[src/rtl/cs_seq.sv]
// Command sequencer: admits one upstream fs/fd request, then walks STAGES downstream
// fs/fd handshakes in order, with FIFO-full admission gating and a per-stage watchdog.
module cs_seq #(
    parameter int STAGES  = 2,
    parameter int NFULL   = 3,
    parameter int TIMEOUT = 1000000,
    parameter int CW      = 32
) (
    input  logic              clk,
    input  logic              rst,
    input  logic [NFULL-1:0]  fifo_full,
    input  logic              fs_in,
    output logic              fd_in,
    output logic [STAGES-1:0] fs_stage,
    input  logic [STAGES-1:0] fd_stage,
    output logic              busy,
    output logic [3:0]        cur_stage,
    output logic              err_timeout,
    output logic [CW-1:0]     led_cont
);

    localparam int WDW = (TIMEOUT > 1) ? $clog2(TIMEOUT) : 1;
    localparam logic [WDW-1:0] WD_LAST = (TIMEOUT > 0) ? WDW'(TIMEOUT - 1) : '0;
    localparam logic [3:0] LAST_STAGE = 4'(STAGES - 1);

    typedef enum logic [2:0] {S_IDLE, S_REQ, S_REL, S_DONE, S_ERR} state_t;

    state_t            state_q, state_d;
    logic [3:0]        stage_q, stage_d;
    logic [WDW-1:0]    wdog_q, wdog_d;
    logic [STAGES-1:0] fs_stage_q, fs_stage_d;
    logic              fd_in_q, fd_in_d;
    logic              busy_q, busy_d;
    logic              err_q, err_d;
    logic [CW-1:0]     led_q, led_d;
    logic              fd_cur, wd_hit;

    always_comb begin
        state_d    = state_q;
        stage_d    = stage_q;
        wdog_d     = wdog_q;
        fs_stage_d = fs_stage_q;
        fd_in_d    = fd_in_q;
        err_d      = err_q;
        led_d      = led_q;
        // Only the active stage's done line matters; the others are masked off.
        fd_cur     = |(fd_stage & (STAGES'(1) << stage_q));
        wd_hit     = (TIMEOUT > 0) && (wdog_q == WD_LAST);

        case (state_q)
            S_IDLE: begin
                if (fs_in && (fifo_full == '0)) begin
                    state_d    = S_REQ;
                    stage_d    = 4'd0;
                    wdog_d     = '0;
                    fs_stage_d = STAGES'(1);
                    err_d      = 1'b0;
                end
            end
            S_REQ: begin
                if (fd_cur) begin
                    state_d    = S_REL;
                    fs_stage_d = '0;
                    wdog_d     = '0;
                end else if (wd_hit) begin
                    state_d    = S_ERR;
                    fs_stage_d = '0;
                    err_d      = 1'b1;
                    fd_in_d    = 1'b1;
                end else begin
                    wdog_d = wdog_q + WDW'(1);
                end
            end
            S_REL: begin
                if (!fd_cur) begin
                    wdog_d = '0;
                    if (stage_q == LAST_STAGE) begin
                        state_d = S_DONE;
                        fd_in_d = 1'b1;
                        led_d   = led_q + CW'(1);
                    end else begin
                        state_d    = S_REQ;
                        stage_d    = stage_q + 4'd1;
                        fs_stage_d = STAGES'(1) << (stage_q + 4'd1);
                    end
                end else if (wd_hit) begin
                    state_d    = S_ERR;
                    fs_stage_d = '0;
                    err_d      = 1'b1;
                    fd_in_d    = 1'b1;
                end else begin
                    wdog_d = wdog_q + WDW'(1);
                end
            end
            S_DONE, S_ERR: begin
                if (!fs_in) begin
                    state_d = S_IDLE;
                    fd_in_d = 1'b0;
                    stage_d = 4'd0;
                end
            end
            default: begin
                state_d    = S_IDLE;
                stage_d    = 4'd0;
                fs_stage_d = '0;
                fd_in_d    = 1'b0;
            end
        endcase

        busy_d = (state_d != S_IDLE);
    end

    always_ff @(posedge clk or negedge rst) begin
        if (!rst) begin
            state_q    <= S_IDLE;
            stage_q    <= 4'd0;
            wdog_q     <= '0;
            fs_stage_q <= '0;
            fd_in_q    <= 1'b0;
            busy_q     <= 1'b0;
            err_q      <= 1'b0;
            led_q      <= '0;
        end else begin
            state_q    <= state_d;
            stage_q    <= stage_d;
            wdog_q     <= wdog_d;
            fs_stage_q <= fs_stage_d;
            fd_in_q    <= fd_in_d;
            busy_q     <= busy_d;
            err_q      <= err_d;
            led_q      <= led_d;
        end
    end

    assign fs_stage    = fs_stage_q;
    assign fd_in       = fd_in_q;
    assign busy        = busy_q;
    assign cur_stage   = stage_q;
    assign err_timeout = err_q;
    assign led_cont    = led_q;

endmodule

[config.mk]
export PLATFORM = sky130hd
export DESIGN_NAME = cs_seq
export DESIGN_NICKNAME = d
export VERILOG_FILES = /design/src/rtl/cs_seq.sv
export SDC_FILE = /design/constraint.sdc
export NUM_CORES = 1
export LEC_CHECK = 0
export BUFFER_PORTS_ARGS = -buffer_cell sky130_fd_sc_hd__buf_2
export CAP_MARGIN = 20
export CORE_MARGIN = 8
export CORE_UTILIZATION = 57
export DETAILED_ROUTE_END_ITERATION = 7
export PLACE_DENSITY = 0.76
export SLEW_MARGIN = 25
export SYNTH_ARGS = -nofsm -noshare
export SYNTH_HDL_FRONTEND = slang
export SYNTH_SLANG_ARGS = --single-unit
[constraint.sdc]
create_clock -name clk -period 2.8 [get_ports clk]
set_clock_uncertainty 0.15 [all_clocks]
set_input_delay 0 -clock clk [delete_from_list [all_inputs] [get_ports clk]]
set_output_delay 0 -clock clk [all_outputs]
set_load 0.1 [all_outputs]
# ---- After elaboration in Yosys (flattened, before gate mapping)
# Index checks and enable logic that the tools add are counted.
dict set report word_totals {
  regBits 64
  in_bits 8
  output_inout_bits 41
}
dict set report op_classes {
  add_sub_neg 3
  eq_ne 14
  shifts 2
  mux 34
  bitwise_logic 5
  reduce_logical 13
}
# cell count
set op_table {}
lappend op_table {{2-to-1 mux 20 bit} 4}
lappend op_table {{one-hot mux 20 bit (3 select lines)} 1}
lappend op_table {{adder 32 x 1 -> 32 bit (second input constant)} 1}
lappend op_table {{adder 20 x 1 -> 20 bit (second input constant)} 1}
lappend op_table {{== test 20 bit (second input constant)} 1}
lappend op_table {{2-to-1 mux 4 bit} 4}
lappend op_table {{one-hot mux 4 bit (4 select lines)} 1}
lappend op_table {{2-to-1 mux 3 bit} 5}
lappend op_table {{2-to-1 mux 2 bit} 6}
lappend op_table {{!= test 2 bit (second input constant)} 6}
lappend op_table {{one-hot mux 3 bit (4 select lines)} 1}
lappend op_table {{2-to-1 mux 1 bit} 9}
lappend op_table {{one-hot mux 2 bit (4 select lines)} 1}
lappend op_table {{AND reduction 4 bit} 2}
lappend op_table {{left shift 1 x 4 -> 2 bit (first input constant)} 2}
lappend op_table {{== test 3 x 2 -> 1 bit (second input constant)} 2}
lappend op_table {{zero test 3 bit} 2}
lappend op_table {{!= test 3 bit (second input constant)} 2}
lappend op_table {{AND reduction 3 bit} 2}
lappend op_table {{nonzero test 3 bit} 2}
lappend op_table {{AND reduction 5 bit} 1}
lappend op_table {{adder 4 x 1 -> 4 bit (second input constant)} 1}
lappend op_table {{== test 4 x 1 -> 1 bit (second input constant)} 1}
lappend op_table {{inverter 1 bit} 4}
lappend op_table {{8 further kinds} 9}

# ---- Depth between registers and ports, before layout
# Gate-level depths: netlist of the first run.
dict set report depth {
  depth_word 6
  depth_mapped 8
  ltp_nobuf 8
}

# ---- Worst setup path after synthesis of the first run
# No wires, ideal clock.
dict set report synth_path {
  kind {reg2reg}
  startpoint {register stage_q[0], in the netlist cur_stage[0]}
  endpoint {register led_q[13], in the netlist led_cont[13]}
  t_arrival_ns 2.563
  required_time_ns 2.492
  path_slack_ns -0.071
  stages_incl_launch_ff 7
  period_less_slack_ns 2.871
  path_cell_list {dfrtp_1 -> mux2_4 -> a211oi_4 -> and3_4 -> and3_4 -> nand4_2 -> xnor2_1}
}
dict set report synth_between {
  elab_chain_len 5
  word_cells_on_any_way 6
  classes_between {eq/ne (1); shift (1); bitwise (2); reduce/logical (2)}
}
# item line_no
set synth_lines {}
lappend synth_lines {{start: declaration} 29} ;# logic [3:0] stage_q, stage_d;
lappend synth_lines {{start signal: assignment} 125} ;# stage_q <= stage_d;
lappend synth_lines {{left shift 1 x 4 -> 2 bit} 47} ;# fd_cur = |(fd_stage & (STAGES'(1) << stage_q));
lappend synth_lines {{AND 2 bit} 47}
lappend synth_lines {{OR reduction 2 bit} 47}
lappend synth_lines {{inverter 1 bit (no line)} n/a}
lappend synth_lines {{AND reduction 3 bit (no line) (*)} n/a}
lappend synth_lines {{end signal: assignment} 131} ;# led_q <= led_d;
lappend synth_lines {{end: declaration} 35} ;# logic [CW-1:0] led_q, led_d;
# Every way passes the cells marked *; elsewhere a longest branch is shown, timed or not.
# A chain may end at the register's enable or synchronous reset.

# ---- Worst setup path after layout of the first run
dict set report layout_path {
  startpoint {register stage_q[1], in the netlist cur_stage[1]}
  endpoint {register stage_q[3], in the netlist cur_stage[3]}
}
dict set report layout_between {
  elab_chain_len 5
  word_cells_on_any_way 11
  classes_between {add/sub (1); eq/ne (3); shift (1); mux (3); bitwise (1); reduce/logical (2)}
}
# item
set layout_lines {}
lappend layout_lines {{parallel branches: the longest is 5 deep, another holds adder 4 x 1 -> 4 bit}}
# Several ways; the timed one is not identified. The select of a mux whose other input is x is not followed.

==> flow_metrics.tcl, run 1 <==
set metrics [dict create \
    power_density_nw_per_um2 808 \
    r2r_end "cur_stage[3]$_DFFE_PN0P_" \
    die_h_um 93.5 \
    syn-mean-instance-area_um2 9.79 \
    max_slew.worst_pin.slew_ns 0.834 \
    synth-edff-count 0 \
    fmax_mhz 389 \
    finalCritPeriodShare_pct 91.9 \
    io_buffers 48 \
    r2r_cells 8 \
    start_kind "flip-flop" \
    timing.final.crit_period_ns 2.57 \
    drt-pass1-iter-count 4 \
    synth_cells 350 \
    yosys.area.top_type_share_pct 46.7 \
    grt_first_pass_wirelength_um 12700 \
    dieWidth_um 93.5 \
    cts_root_buf "clkbuf_8" \
    dp_slack_ns 0.325 \
    critPathMaxStageDelay_ns 0.55 \
    clk_latency_ns 0.34 \
    vias 2757 \
    wl_um 7350 \
    grt_start_max_net_pins 50 \
    hpwlAfterDp_um 5250 \
    endpoint_kind "flip-flop" \
    diodes 0 \
    wl_per_cell_um 14.9 \
    area_delta_synth_final_pct 16.5 \
    synth-main-ff-cell "dfrtp_1" \
    required_ns 2.91 \
    cts.clk_slew.worst_paths_ns 0.08 \
    setup_ws_ns 0.228 \
    layout-drive-gt1-share_pct 23.5 \
    peakVddDrop_v 0.000787 \
    cap_violations 0 \
    fin_nets 424 \
    p_int_uw 1730 \
    post_cts.repair.setup_buffers 0 \
    power_switching_uw 1490 \
    finalSetupViolCount 0 \
    power_switching_share_pct 46.3 \
    synth_area_leaders "dfrtp_1 47%, xnor2_1 7.7%, nor2_1 5.5%" \
    clock-sinks 64 \
    final_max_slew_viol_count 0 \
    placed_cell_area_um2 3770 \
    synth_area_um2 3430 \
    crit_fanout 7 \
    postRouteAntennaNets 0 \
    p_comb_share_pct 42.5 \
    seqPwrFrac_pct 35.9 \
    ys_warn_count 0 \
    grt_usage_pct 17.9 \
    setup.worst_path.class "flip-flop to flip-flop" \
    final_common_cell "dfrtp_1" \
    initial_core_util_pct 58.6 \
    cts_buffers 9 \
    cp_slowest_cell "nor3b_1" \
    yosys.area.top_type "dfrtp_1" \
    r2r_slack_ns 0.23 \
    stdcell_count 492 \
    post-route-util_pct 68.2 \
    layout_common_cells "62 x dfrtp_1, 50 x nor2_1, 48 x buf_2" \
    antenna_found_initial 0 \
    tns_ns 0 \
    drc 0 \
    cp_cell_sequence "inv_1 > ha_1 > nor3b_1 > a21oi_1 > o211a_1 > o21ai_0 > a21oi_1 > o2bb2ai_1" \
    synth_cell_types 60 \
    via_per_inst 5.60 \
    gr-total-overflow 0 \
    outcome "complete, no violations" \
    arrival_ns 2.68 \
    hold_viol 0 \
    placementRows 28 \
    worst_path_most_repeated_cell "a21oi_1" \
    ys_seq_elements 64 \
    dp.cells 471 \
    grt_pass1_vias 2705 \
    cts_htree_levels 3 \
    core_area_um2 5850 \
    slew-limit-headroom_pct 44.3 \
    cts_tree "yes" \
    async_flop_share_pct 100 \
    die_area_um2 8750 \
    grt_setup_unrepaired "false" \
    place_congestion 0.899 \
    cts_max_path_buffers 2 \
    ios 49 \
    p_leak_uw 0.00191 \
    worstReg2RegStart "cur_stage[1]$_DFFE_PN0P_" \
    yosysSeqAreaShare_pct 46.7 \
    drt_iter0_drc 154 \
    synth_fp_nets 362 \
    power_frac_clock_pct 21.6 \
    hold_path_class "primary input to asynchronous set/reset pin" \
    post-route-cell-area_um2 3990 \
]
==> per-layer routing <==
metal / part of all wire, % / track usage [%] / vias to the layer above / wire, um
li1: - / - / 1359 / -
met1: 48 / 23.9 / 1321 / 3520
met2: 46 / 26.7 / 73 / 3360
met3: 5.8 / 6.01 / 4 / 429
met4: 0.57 / 5.23 / 0 / 42
met5: 0 / 0 / - / 0
==> critical path, delay by kind of cell (launching register included) <==
kind	cells	cell delay, ns
buffers and inverters	1	0.09
DFF	1	0.47
adders and majority gates	1	0.15
AOI/OAI and AO/OA	5	1.08
and+or+nand+nor	1	0.55
==> metrics by stage <==
step / hold slack, ns / total power, uW
3_5_place_dp: -0.198 / 2530
3_3_place_gp: -0.202 / 2520
2_1_floorplan: -0.446 / 2230
5_1_grt: 0.0516 / 3420
4_1_cts: 0.0440 / 3250
6_report: 0.0327 / 3220
==> logic make-up after synthesis <==
group / Yosys count / share of synthesized area, %
and+or+nand+nor: 159 / 25.8
AOI/OAI and AO/OA: 56 / 10.8
DFF: 64 / 46.7
xor gates and xnor gates: 45 / 11.5
adders and majority gates: 4 / 1.46
muxes: 3 / 1.06
buffers and inverters: 19 / 2.59
==> layout make-up <==
class | count | area [um2]
Clock inverter | 7 | 47.5
Clock buffer | 9 | 124
Fill cell | 461 | 1860
Sequential cell | 64 | 1600
Multi-Input combinational cell | 267 | 1740
Timing Repair Buffer | 58 | 340
Tap cell | 75 | 93.8
Inverter | 12 | 45.0
==> worst max-delay path by stage <==
stage                                to  slack [ns]                      from  depth (start not counted)
2_1_floorplan  led_cont[28]$_DFFE_PN0P_        0.05  led_cont[16]$_DFFE_PN0P_                          6
3_3_place_gp   cur_stage[2]$_DFFE_PN0P_        0.38  cur_stage[1]$_DFFE_PN0P_                          8
3_5_place_dp   cur_stage[2]$_DFFE_PN0P_        0.33  cur_stage[1]$_DFFE_PN0P_                          8
4_1_cts        cur_stage[3]$_DFFE_PN0P_        0.28  cur_stage[1]$_DFFE_PN0P_                          8
5_1_grt        cur_stage[3]$_DFFE_PN0P_        0.09  cur_stage[1]$_DFFE_PN0P_                          8
6_report       cur_stage[3]$_DFFE_PN0P_        0.23  cur_stage[1]$_DFFE_PN0P_                          8
==> power by group through the flow <==
stage	sequential [uW]	combinational, uW	clock (uW)
floorplan	1520	705	0
finish	1160	1370	696
global route	1170	1480	762
CTS	1150	1370	718
global placement	1170	1350	0
detailed placement	1170	1360	0
==> state kept, by name, summed over array words and instances (netlist names) <==
name,count
led_cont,32
wdog_q,20
cur_stage,4
state_q,3
fs_stage,2
busy,1
err_timeout,1
fd_in,1
==> cells in the mapped netlist, drive strengths merged (4+ instances only) <==
cell     n
o21ai   20
inv     12
nor2    50
nand4   10
nand2   26
xnor2   30
nand3   28
nor4     4
a21oi   12
and3    10
a21o     5
nor3    10
clkbuf   4
dfrtp   64
ha       4
xor2    15
==> what timing repair did <==
item | in CTS | in global routing
resized for setup | 0 | 0
hold buffers | 5 | 0
endpoints found under the hold margin | 68 | 0
Power figures use the tool's default switching activity.
==> run 2, diff against run 1 <==
--- a/config.mk
+++ b/config.mk
@@ -8,9 +8,9 @@
 export BUFFER_PORTS_ARGS = -buffer_cell sky130_fd_sc_hd__buf_2
 export CAP_MARGIN = 20
 export CORE_MARGIN = 8
-export CORE_UTILIZATION = 57
+export CORE_UTILIZATION = 52
 export DETAILED_ROUTE_END_ITERATION = 7
-export PLACE_DENSITY = 0.76
+export PLACE_DENSITY = 0.73
 export SLEW_MARGIN = 25
 export SYNTH_ARGS = -nofsm -noshare
 export SYNTH_HDL_FRONTEND = slang
==> constraint.sdc (replaced) <==
create_clock -name clk -period 2.3 [get_ports clk]
set_clock_uncertainty 0.15 [all_clocks]
set_input_delay 0 -clock clk [delete_from_list [all_inputs] [get_ports clk]]
set_output_delay 0 -clock clk [all_outputs]
set_load 0.1 [all_outputs]
==> flow_metrics.tcl, run 2 (synthesized netlist as in run 1, its figures left out) <==
set metrics [dict create \
    cts_buffers 9 \
    grtUsageMet2_pct 27.1 \
    grt_first_pass_wirelength_um 13600 \
    antenna_found_initial 0 \
    gr-total-overflow 0 \
    wl_per_cell_um 15.5 \
    largest_reg_flops 32 \
    grt_start_max_net_pins 45 \
    final_max_slew_viol_count 0 \
    hold_viol 0 \
    hpwlAfterDp_um 5580 \
    met3_usage_pct 4.41 \
    place_congestion 0.858 \
    cts_root_buf "clkbuf_8" \
    p_leak_uw 0.00202 \
    drc 0 \
    clk_latency_ns 0.36 \
    clock-sinks 64 \
    die_area_um2 9440 \
    setup_ws_ns 0.0587 \
    post-route-util_pct 66.9 \
    grt_pass1_vias 2819 \
    cts_tree "yes" \
    final_common_cell "buf_2" \
    start_kind "flip-flop" \
    top_usage_layer "met2" \
    required_ns 2.43 \
    max_slew.worst_pin.slew_ns 0.908 \
    peakVddDrop_v 0.00134 \
    crit_fanout 7 \
    diodes 0 \
    initial_core_util_pct 54.0 \
    core_area_um2 6350 \
    via_per_inst 5.52 \
    slew-limit-headroom_pct 39.3 \
    dp_slack_ns 0.0428 \
    cts_htree_levels 3 \
    cap_violations 0 \
    layout-drive-gt1-share_pct 32.5 \
    arrival_ns 2.37 \
    outcome "complete, no violations" \
    dieWidth_um 97.2 \
    drt_iter0_drc 131 \
    wl_um 7910 \
    grt_setup_unrepaired "true" \
    ios 49 \
    layout_common_cells "48 x buf_2, 45 x nor2_1, 44 x dfrtp_1" \
    grt_usage_pct 17.5 \
    cts_max_path_buffers 2 \
    placementRows 29 \
    cts.clk_slew.worst_paths_ns 0.07 \
    power_density_nw_per_um2 995 \
    finalCritPeriodShare_pct 97.4 \
    timing.final.crit_period_ns 2.24 \
    setup.worst_path.class "flip-flop to flip-flop" \
    die_h_um 97.2 \
    io_buffers 48 \
    endpoint_kind "flip-flop" \
    drt-pass1-iter-count 4 \
    vias 2823 \
    use_met1_pct 22.0 \
    area_delta_synth_final_pct 23.9 \
    fin_nets 441 \
    finalSetupViolCount 0 \
    postRouteAntennaNets 0 \
    fmax_mhz 446 \
    hold_path_class "primary input to asynchronous set/reset pin" \
]
-- run 2: cell types whose count changed in the layout (fill, tap and decap cells not counted), sizes merged --
cell	previous run	this run
inv	13	12
buf	53	70
clkbuf	9	10
bufinv	0	1
clkinvlp	2	1
-- run 2: per-stage QoR --
stage                     hold slack, ns  total power, uW  TNS, ns  cells  instance area [um2]
after floorplan                   -0.446             2730   -0.710    350                 3490
after global placement            -0.154             3140        0    484                 3910
after detailed placement          -0.156             3160        0    484                 3910
after CTS                         0.0295             4190        0    505                 4170
after global routing              0.0495             4460  -0.0442    511                 4250
final                             0.0150             4230        0    511                 4250
-- run 2: power by group --
group	switching, uW	internal [uW]	leakage (uW)	total (uW)
sequential	154	1240	0.000835	1400
combinational	1230	580	0.00108	1810
clock	483	533	0.000102	1020
-- run 2: what timing repair did --
item / CTS / global route
endpoints found under the hold margin: 70 / 0
buffers inserted: 0 / 6
gates resized for setup: 0 / 4
hold buffers: 5 / 0
endpoints found under the setup margin: 0 / 28
-- run 2: worst max-delay path, cell delays in order, from the launching register on --
cell and delay (ns):
dfrtp_4 0.52, mux2_4 0.35, a211oi_4 0.28, and3_4 0.30
nand4_4 0.16, buf_12 0.17, nor2_2 0.08, xor2_1 0.15
-- run 2: path summary, 6_finish.rpt --
check	from	to	slack (ns)	cells after the start
max	cur_stage[0]$_DFFE_PN0P_	led_cont[15]$_DFFE_PN0P_	0.06	7
min reg2reg	led_cont[31]$_DFFE_PN0P_	led_cont[31]$_DFFE_PN0P_	0.31	1
min in group clk	fifo_full[0]	fs_stage[0]$_DFFE_PN0P_	0.09	5
max in group asynchronous	rst	led_cont[15]$_DFFE_PN0P_	0.59	3
min	rst	wdog_q[11]$_DFFE_PN0P_	0.02	3
max reg2reg	cur_stage[0]$_DFFE_PN0P_	led_cont[15]$_DFFE_PN0P_	0.06	7
-- run 2: layout make-up --
type	instances	area, um2
fillers	514	2100
multi-input cells	267	1780
flip-flops and latches	64	1640
repair buffers	75	480
clock buffers	10	138
well taps	77	96.3
clock inverters	6	68.8
inverters	12	45.0
-- run 2: per-layer routing --
metal	up-vias	wire (um)	part of all wire [%]
met5	-	0	0
li1	1386	-	-
met1	1359	3680	47
met4	0	167	2.1
met2	65	3740	47
met3	13	323	4.1
